$ cat src/rtl/muldiv_unit.sv
// -----------------------------------------------------------------------------
// muldiv_unit
// Iterative RV32M multiply/divide unit. It runs beside the single-cycle ALU in
// the execute stage. It accepts one operation at a time and finishes after a
// fixed DATA_WIDTH iterations. Divide-by-zero and signed overflow (MIN / -1)
// bypass the iterations and finish on the accepting edge.
//
// Ports
//    clk_i       : clock, rising edge
//    rst_n_i     : synchronous active-low reset
//    Start_i     : operation request, taken only while Ready_o=1 and Flush_i=0
//    MulDivOp_i  : funct3 (MUL, MULH, MULHSU, MULHU, DIV, DIVU, REM, REMU)
//    SrcA_i      : rs1 (multiplicand / dividend)
//    SrcB_i      : rs2 (multiplier / divisor)
//    Flush_i     : abort whatever is in flight, back to IDLE
//    Ready_o     : unit can accept Start_i this cycle
//    Done_o      : one-cycle pulse, Result_o valid
//    Result_o    : result, held until the next Done_o
// -----------------------------------------------------------------------------
module muldiv_unit #(
   parameter int DATA_WIDTH = 32
) (
   input  logic                  clk_i,
   input  logic                  rst_n_i,
   input  logic                  Start_i,
   input  logic [2:0]            MulDivOp_i,
   input  logic [DATA_WIDTH-1:0] SrcA_i,
   input  logic [DATA_WIDTH-1:0] SrcB_i,
   input  logic                  Flush_i,
   output logic                  Ready_o,
   output logic                  Done_o,
   output logic [DATA_WIDTH-1:0] Result_o
);

   localparam int W  = DATA_WIDTH;
   localparam int CW = $clog2(W);

   localparam logic [2:0] OP_MUL    = 3'b000;
   localparam logic [2:0] OP_MULH   = 3'b001;
   localparam logic [2:0] OP_MULHSU = 3'b010;
   localparam logic [2:0] OP_MULHU  = 3'b011;
   localparam logic [2:0] OP_DIV    = 3'b100;
   localparam logic [2:0] OP_DIVU   = 3'b101;
   localparam logic [2:0] OP_REM    = 3'b110;
   localparam logic [2:0] OP_REMU   = 3'b111;

   localparam logic [W-1:0]  MOST_NEG = {1'b1, {(W-1){1'b0}}};
   localparam logic [CW-1:0] LAST_CNT = CW'(W - 1);

   typedef enum logic [1:0] {
      ST_IDLE = 2'd0,
      ST_CALC = 2'd1,
      ST_DONE = 2'd2
   } state_t;

   // ---------------------------------------------------------------------
   // Registers
   // ---------------------------------------------------------------------
   state_t            r_state;
   logic              r_ready;
   logic              r_done;
   logic [W-1:0]      r_result;
   logic [CW-1:0]     r_cnt;
   logic [2:0]        r_op;
   logic              r_is_div;
   logic              r_neg;      // negate final product / quotient / remainder
   logic [W-1:0]      r_opa;      // multiplicand (mul) or divisor (div) magnitude
   logic [2*W-1:0]    r_acc;      // mul: {partial hi, multiplier}; div: {rem, quotient}

   // ---------------------------------------------------------------------
   // Operand decode at acceptance
   // ---------------------------------------------------------------------
   logic              w_is_div;
   logic              w_a_signed;
   logic              w_b_signed;
   logic              w_a_neg;
   logic              w_b_neg;
   logic [W-1:0]      w_a_abs;
   logic [W-1:0]      w_b_abs;
   logic              w_neg_flag;
   logic              w_div_zero;
   logic              w_ovf;
   logic              w_early;
   logic [W-1:0]      w_early_result;

   always_comb begin
      w_is_div   = MulDivOp_i[2];
      w_a_signed = (MulDivOp_i == OP_MULH) || (MulDivOp_i == OP_MULHSU) ||
                   (MulDivOp_i == OP_DIV)  || (MulDivOp_i == OP_REM);
      w_b_signed = (MulDivOp_i == OP_MULH) || (MulDivOp_i == OP_DIV) ||
                   (MulDivOp_i == OP_REM);
      w_a_neg    = w_a_signed & SrcA_i[W-1];
      w_b_neg    = w_b_signed & SrcB_i[W-1];
      w_a_abs    = w_a_neg ? (-SrcA_i) : SrcA_i;
      w_b_abs    = w_b_neg ? (-SrcB_i) : SrcB_i;
      // Remainder follows the dividend; products and quotients follow the
      // xor of the operand signs (zero for unsigned operands).
      w_neg_flag = (MulDivOp_i == OP_REM) ? w_a_neg : (w_a_neg ^ w_b_neg);

      w_div_zero = w_is_div && (SrcB_i == '0);
      w_ovf      = ((MulDivOp_i == OP_DIV) || (MulDivOp_i == OP_REM)) &&
                   (SrcA_i == MOST_NEG) && (SrcB_i == '1);
      w_early    = w_div_zero || w_ovf;

      // funct3[1] separates REM/REMU from DIV/DIVU.
      w_early_result = '0;
      if (w_div_zero) begin
         w_early_result = MulDivOp_i[1] ? SrcA_i : '1;
      end else if (w_ovf) begin
         w_early_result = MulDivOp_i[1] ? '0 : MOST_NEG;
      end
   end

   // ---------------------------------------------------------------------
   // One iteration step
   // ---------------------------------------------------------------------
   logic [W:0]        w_mul_sum;
   logic [2*W-1:0]    w_mul_next;
   logic [W:0]        w_div_shift;
   logic [W:0]        w_div_sub;
   logic              w_div_ge;
   logic [W-1:0]      w_div_rem;
   logic [2*W-1:0]    w_div_next;
   logic [2*W-1:0]    w_acc_step;

   always_comb begin
      // Shift-add: add the multiplicand to the upper half when the current
      // multiplier LSB is set, then shift the whole accumulator (with carry)
      // right by one. The multiplier drains out of the low half.
      w_mul_sum  = {1'b0, r_acc[2*W-1:W]} + (r_acc[0] ? {1'b0, r_opa} : '0);
      w_mul_next = {w_mul_sum, r_acc[W-1:1]};

      // Restoring divide: shift the next dividend bit into the partial
      // remainder and subtract when it fits. Since rem < divisor, the shifted
      // value is < 2*divisor and the kept remainder always fits W bits.
      w_div_shift = {r_acc[2*W-1:W], r_acc[W-1]};
      w_div_sub   = w_div_shift - {1'b0, r_opa};
      w_div_ge    = (w_div_shift >= {1'b0, r_opa});
      w_div_rem   = w_div_ge ? w_div_sub[W-1:0] : w_div_shift[W-1:0];
      w_div_next  = {w_div_rem, r_acc[W-2:0], w_div_ge};

      w_acc_step  = r_is_div ? w_div_next : w_mul_next;
   end

   // ---------------------------------------------------------------------
   // Final result selection, evaluated on the last iteration edge
   // ---------------------------------------------------------------------
   logic [2*W-1:0]    w_prod;
   logic [W-1:0]      w_quo;
   logic [W-1:0]      w_rem;
   logic [W-1:0]      w_final;

   always_comb begin
      w_prod = r_neg ? (-w_acc_step) : w_acc_step;
      w_quo  = r_neg ? (-w_acc_step[W-1:0]) : w_acc_step[W-1:0];
      w_rem  = r_neg ? (-w_acc_step[2*W-1:W]) : w_acc_step[2*W-1:W];
      unique case (r_op)
         OP_MUL:                        w_final = w_prod[W-1:0];
         OP_MULH, OP_MULHSU, OP_MULHU:  w_final = w_prod[2*W-1:W];
         OP_DIV, OP_DIVU:               w_final = w_quo;
         OP_REM, OP_REMU:               w_final = w_rem;
         default:                       w_final = '0;
      endcase
   end

   // ---------------------------------------------------------------------
   // Control FSM
   // ---------------------------------------------------------------------
   always_ff @(posedge clk_i) begin
      if (!rst_n_i) begin
         r_state  <= ST_IDLE;
         r_ready  <= 1'b1;
         r_done   <= 1'b0;
         r_result <= '0;
         r_cnt    <= '0;
         r_op     <= OP_MUL;
         r_is_div <= 1'b0;
         r_neg    <= 1'b0;
         r_opa    <= '0;
         r_acc    <= '0;
      end else if (Flush_i) begin
         // Abort: drop any pending completion and refuse a same-cycle start.
         r_state <= ST_IDLE;
         r_ready <= 1'b1;
         r_done  <= 1'b0;
      end else begin
         unique case (r_state)
            ST_IDLE, ST_DONE: begin
               if (Start_i) begin
                  r_op     <= MulDivOp_i;
                  r_is_div <= w_is_div;
                  r_neg    <= w_neg_flag;
                  r_cnt    <= '0;
                  if (w_is_div) begin
                     r_opa <= w_b_abs;
                     r_acc <= {{W{1'b0}}, w_a_abs};
                  end else begin
                     r_opa <= w_a_abs;
                     r_acc <= {{W{1'b0}}, w_b_abs};
                  end
                  if (w_early) begin
                     r_state  <= ST_DONE;
                     r_ready  <= 1'b1;
                     r_done   <= 1'b1;
                     r_result <= w_early_result;
                  end else begin
                     r_state <= ST_CALC;
                     r_ready <= 1'b0;
                     r_done  <= 1'b0;
                  end
               end else begin
                  r_state <= ST_IDLE;
                  r_ready <= 1'b1;
                  r_done  <= 1'b0;
               end
            end
            ST_CALC: begin
               r_acc <= w_acc_step;
               if (r_cnt == LAST_CNT) begin
                  r_state  <= ST_DONE;
                  r_ready  <= 1'b1;
                  r_done   <= 1'b1;
                  r_result <= w_final;
               end else begin
                  r_cnt <= r_cnt + CW'(1);
               end
            end
            default: begin
               r_state <= ST_IDLE;
               r_ready <= 1'b1;
               r_done  <= 1'b0;
            end
         endcase
      end
   end

   assign Ready_o  = r_ready;
   assign Done_o   = r_done;
   assign Result_o = r_result;

endmodule

$ cat config.mk
export PLATFORM = sky130hd
export DESIGN_NAME = muldiv_unit
export DESIGN_NICKNAME = d
export VERILOG_FILES = /design/src/rtl/muldiv_unit.sv
export SDC_FILE = /design/constraint.sdc
export NUM_CORES = 1
export LEC_CHECK = 0
export BUFFER_PORTS_ARGS = -buffer_cell sky130_fd_sc_hd__buf_4
export CAP_MARGIN = 20
export CORE_MARGIN = 2
export CORE_UTILIZATION = 59
export CTS_CLUSTER_DIAMETER = 100
export DETAILED_ROUTE_END_ITERATION = 8
export GPL_TIMING_DRIVEN = 0
export PLACE_DENSITY = 0.89
export SYNTH_ARGS = -nofsm -noshare
export SYNTH_HDL_FRONTEND = slang
export SYNTH_SLANG_ARGS = --single-unit
$ cat constraint.sdc
create_clock -name clk_i -period 6.39 [get_ports clk_i]
set_input_delay 0.3195 -clock clk_i [delete_from_list [all_inputs] [get_ports clk_i]]
set_output_delay 0.3195 -clock clk_i [all_outputs]
set_load 0.02 [all_outputs]
# Word-level counts from Yosys, hierarchy flattened
# Cells that the tools add are included.
# word_totals
input_bits	71
regBits	142
output_inout_bits	34
# classes
magnitude_cmp	1
n_reduce_logical	23
n_eq_ne	20
mux	35
addsub	8
bitwise_logic	5
# op_table
op	n
two-way mux 32 bit	15
two-way mux 64 bit	3
negator 32 bit	4
one-hot mux 32 bit (4 select lines)	1
one-hot mux 64 bit (2 select lines)	1
equality test 32 bit, second input constant	2
negator 64 bit	1
one-hot mux 32 bit (2 select lines)	1
adder 32 x 32 -> 33 bit	1
greater-or-equal comparator 33 x 32 -> 1 bit	1
logical NOT 32 bit	1
subtractor 32 bit	1
equality test 3 bit, second input constant	6
two-way mux 5 bit	2
one-hot mux 5 bit (2 select lines)	1
equality test 3 x 2 -> 1 bit, second input constant	3
inequality test 2 bit, second input constant	4
OR reduction 2 bit	4
logical OR 1 bit	7
equality test 3 x 1 -> 1 bit, second input constant	2
two-way mux 2 bit	3
AND reduction 3 bit	2
adder 5 x 1 -> 5 bit, second input constant	1
equality test 5 bit, second input constant	1
other kinds (15)	24

# Logic depth before layout (Yosys ltp)
# logic_depth
depth_word	9
mapped_depth	24

# Worst setup path before layout
# No wires, ideal clock.
# synth_path
path_kind	flip-flop to flip-flop
startpoint	reg r_op[2]
endpoint	reg r_result[16], in the netlist Result_o[16]
path_buffers	9
required_time_ps	6330
arrival_time_ps	4899
setup_time_ps	60
path_slack_ps	1430
path_stages_with_launch	21
path_cell_list	dfxtp_1 clkbuf_1 buf_2 buf_2 buf_2 buf_2 buf_2 buf_1 buf_2 buf_1 mux2i_1 ha_1 o2111a_1 and4_1 nor2b_1 nand2_1 nand2_1 a41oi_1 xor2_1 a2111oi_0 o221a_1
# synth_between
elab_chain_len	5
elab_cells_between_ends	14
cone_classes	eq/ne (7); mux (3); reduce/logical (4)
# synth_lines
item	line_no	text
from (decl)	64	logic [2:0] r_op;
from (signal assigned)	190	r_op <= MulDivOp_i;
equality test 3 x 1 -> 1 bit (tied with other cells)	157	unique case (r_op)
OR reduction 3 bit / OR reduction 2 bit (equally long branches)	157	
one-hot mux 32 bit (4 select lines) (*)	157	
two-way mux 32 bit (*)	219	if (r_cnt == LAST_CNT) begin
one-hot mux 32 bit (2 select lines) (*)	187	unique case (r_state)
to (signal assigned)	205	r_result <= w_early_result;
to (signal assigned)	223	r_result <= w_final;
to (decl)	62	logic [W-1:0] r_result;
# Every way passes the cells marked *; elsewhere a longest branch is shown, timed or not. The select of a mux whose other input is x is not followed.
# A chain may end at the register's enable or synchronous reset.

# Worst setup path after layout
# layout_path
startpoint	reg r_acc[0]
endpoint	reg r_result[29], in the netlist Result_o[29]
# layout_between
elab_chain_len	8
elab_cells_between_ends	12
cone_classes	add/sub (4); mux (8)
# layout_lines
item	line_no	text
from (decl)	68	logic [2*W-1:0] r_acc;
from (signal assigned)	196	r_acc <= {{W{1'b0}}, w_a_abs};
from (signal assigned)	199	r_acc <= {{W{1'b0}}, w_b_abs};
from (signal assigned)	218	r_acc <= w_acc_step;
two-way mux 32 bit	130	w_mul_sum = {1'b0, r_acc[2*W-1:W]} + (r_acc[0] ? {1'b0, r_opa} : '0);
adder 32 x 32 -> 33 bit	130	
two-way mux 64 bit (*)	142	w_acc_step = r_is_div ? w_div_next : w_mul_next;
negator 64 bit / negator 32 bit (equally long branches)	154, 156	
two-way mux 64 bit / two-way mux 32 bit (equally long branches)	154, 156	
one-hot mux 32 bit (4 select lines) (*)	157	
two-way mux 32 bit (*)	219	
one-hot mux 32 bit (2 select lines) (*)	187	
# Marks and branches as above.

==> reports/results.ini <==
[outcome]
outcome=finished, violations left
violations=design-rule violations

[finish]
stdcell_count=2693
multi_input_area_mm2=0.0119
final_common_cell=nor2_1
fill_cells=2359
area_growth_pct=11.5
seqCellArea_mm2=0.00280
fin_util_pct=66.7
nets=2488
n_antenna_cell=0
drive_gt1_share_pct=8.82
final_cell_mix=nor2_1, nand2_1, a21oi_1, dfxtp_1, o21ai_0
design_area_mm2=0.0173

[die]
die_w_um=166
start_util_pct=59.8
io_pins=105
core_mm2=0.0260
fp-row-count=59
die_area_mm2=0.0277
die_y_um=166

[placement]
dpl.cell_count=2663
gp_congestion=1.13
pre_cts_slack_ps=-1240
dp_hpwl_mm=60.1
port_buffers=100
post_dp_cell_area_mm2=0.0167

[clock_network]
path_clk_slew_ps=80
cts_buffer_depth=2
cts.sinks=140
cts_buffers=17
tritoncts=built
clkLatencyLatePin_ps=450
htreeDepth=4
root_buffer=clkbuf_16

[synthesis]
synth_warnings=0
postSynth.asyncResetShare_pct=0
ys_types=102
synthFlopType=dfxtp_1
syn_inst=2227
synthesis.nets=2370
synth_seq_cells=140
avgSynthCellArea_um2=6.98
synth_area_mm2=0.0155
yosysSeqAreaShare_pct=18.0
synth_edf_count=0

[run]
max_cap_violations=0

[critical_path]
cp-end-kind=flop
crit_family=compound AO/OA/AOI/OAI gates
crit_arrival_ps=6700
cp-start-kind=flop
crit_chain=clkbuf_1, clkbuf_1, and2_1, ha_1, inv_1, fa_1, nand2b_1, a21oi_1, o21ai_0, o211ai_1, a31oi_1, o311ai_1, nand4b_1, nand4bb_1, nor4_4, a31oi_1, or4b_1, nand3_1
crit_type=flop to flop
crit_path_max_incr_delay_ps=740
cp_data_required_time_ps=6780
worst-path-max-fanout=10
path_buf_inv=3
slowest_stage=o311ai_1

[timing]
slew_headroom_pct=13.1
fin_skew_ps=13.6
setup_violations=0
hold_viol_final=0
maxSlewViolCount=0
whs_ps=121
rsz0062_at_grt=false
period_needed_ps=6310
fmax_ghz=0.159
setup_slack_ps=83.4
tightest_slew_ps=1270
period_share_pct=98.7

[power_and_ir_drop]
p_leak_nw=6.81
ir_drop_mv=0.158
powerDensity_mw_per_mm2=186

[route]
drc_errors=33
wl_mm=76.0
antenna_left=0
vias=19700
dr.pass1.iters=9
via_per_inst=7.30
drtIter0Drc=3544
drt-wirelength-per-cell_um=28.2

[global_routing]
grt_pass1_vias=18200
grt_max_degree=20
antenna_found_initial=1
grt_pass1_wl_mm=111
gr-total-overflow=0
grtUsageTotal_pct=52.9

[min_path]
hp-class=input pin to flop

[routing by layer]
metal / global-route usage, % / share of wire [%] / vias up
met5: 0.696 / 0.017 / -
met4: 41.7 / 10 / 2
met3: 19.7 / 15 / 504
met2: 75.5 / 39 / 1655
met1: 63.8 / 35 / 9062
li1: - / - / 8444
[area by class of cell]
type | instances | share of cell area (%)
plain buffers | 146 | 3.36
clock buffers | 18 | 2.53
clock inverters | 14 | 0.888
inverters | 69 | 1.49
multi-input cells | 1869 | 68.7
flip-flops and latches | 140 | 16.2
well taps | 335 | 2.42
repair buffers | 102 | 4.42
[what timing repair did]
item,in CTS,in global routing
buffers inserted,0,0
gates cloned,0,0
hold buffers,0,0
gates resized for setup,7,4
setup endpoints to repair,16,15
[metrics by stage]
step	TNS (ps)	total power [mW]
after floorplan	0	1.68
after global placement	-14160	2.08
after detailed placement	-14220	2.09
after CTS	0	3.11
after global routing	0	3.27
final	0	3.22
[logic make-up after synthesis]
family / share of synthesized area, %
and+or+nand+nor: 28.1
muxes: 3.78
adders and majority gates: 5.89
xor gates and xnor gates: 7.61
AOI/OAI and AO/OA: 31.2
buffers and inverters: 5.42
DFF: 18.0
[final timing paths]
path	to	depth (start not counted)	startpoint	slack [ps]
setup / recovery	Result_o[29]	18	r_acc[0]	80
hold / removal	r_state[0]	2	Flush_i	120
setup reg to reg	Result_o[29]	18	r_acc[0]	80
hold reg to reg	Ready_o	2	Ready_o	480
[flip-flops by register name, indices dropped and copies added, names as in the netlist]
register / cells
Ready_o: 1
Result_o: 32
r_acc: 64
r_cnt: 5
r_neg: 1
r_op: 3
r_opa: 32
r_state: 2
[synthesized netlist by cell type, drive strengths merged (22+ instances only)]
library cell,number,area (um^2)
nor2,291,1090
nand2,218,828
a21oi,177,890
o21ai,142,714
dfxtp,140,2800
clkbuf,120,450
xnor2,81,709
ha,70,876
nor3,68,345
inv,67,251
a211oi,57,433
nand3,57,285
xor2,54,473
mux2i,52,521
and2,49,307
o211ai,44,330
a31oi,37,238
nand4,31,194
buf,29,134
a22oi,27,203
nand2b,27,169
nor4,27,203
a21o,24,180
and3,22,138
[report_power, final]
| part | switching [mW] | internal (mW) |
|---|---|---|
| registers | 0.0533 | 0.910 |
| clock network | 0.494 | 0.566 |
| logic | 0.822 | 0.378 |
[worst reg2reg max path: cells and delay by family (launching register included)]
kind                     cells  cell delay, ps
flip-flops                   1             310
AND/OR/NAND/NOR              7            2070
adder cells (fa/ha/maj)      2             560
buffers and inverters        3            1060
AO/OA/AOI/OAI                6            2260
(Power assumes the default switching activity.)
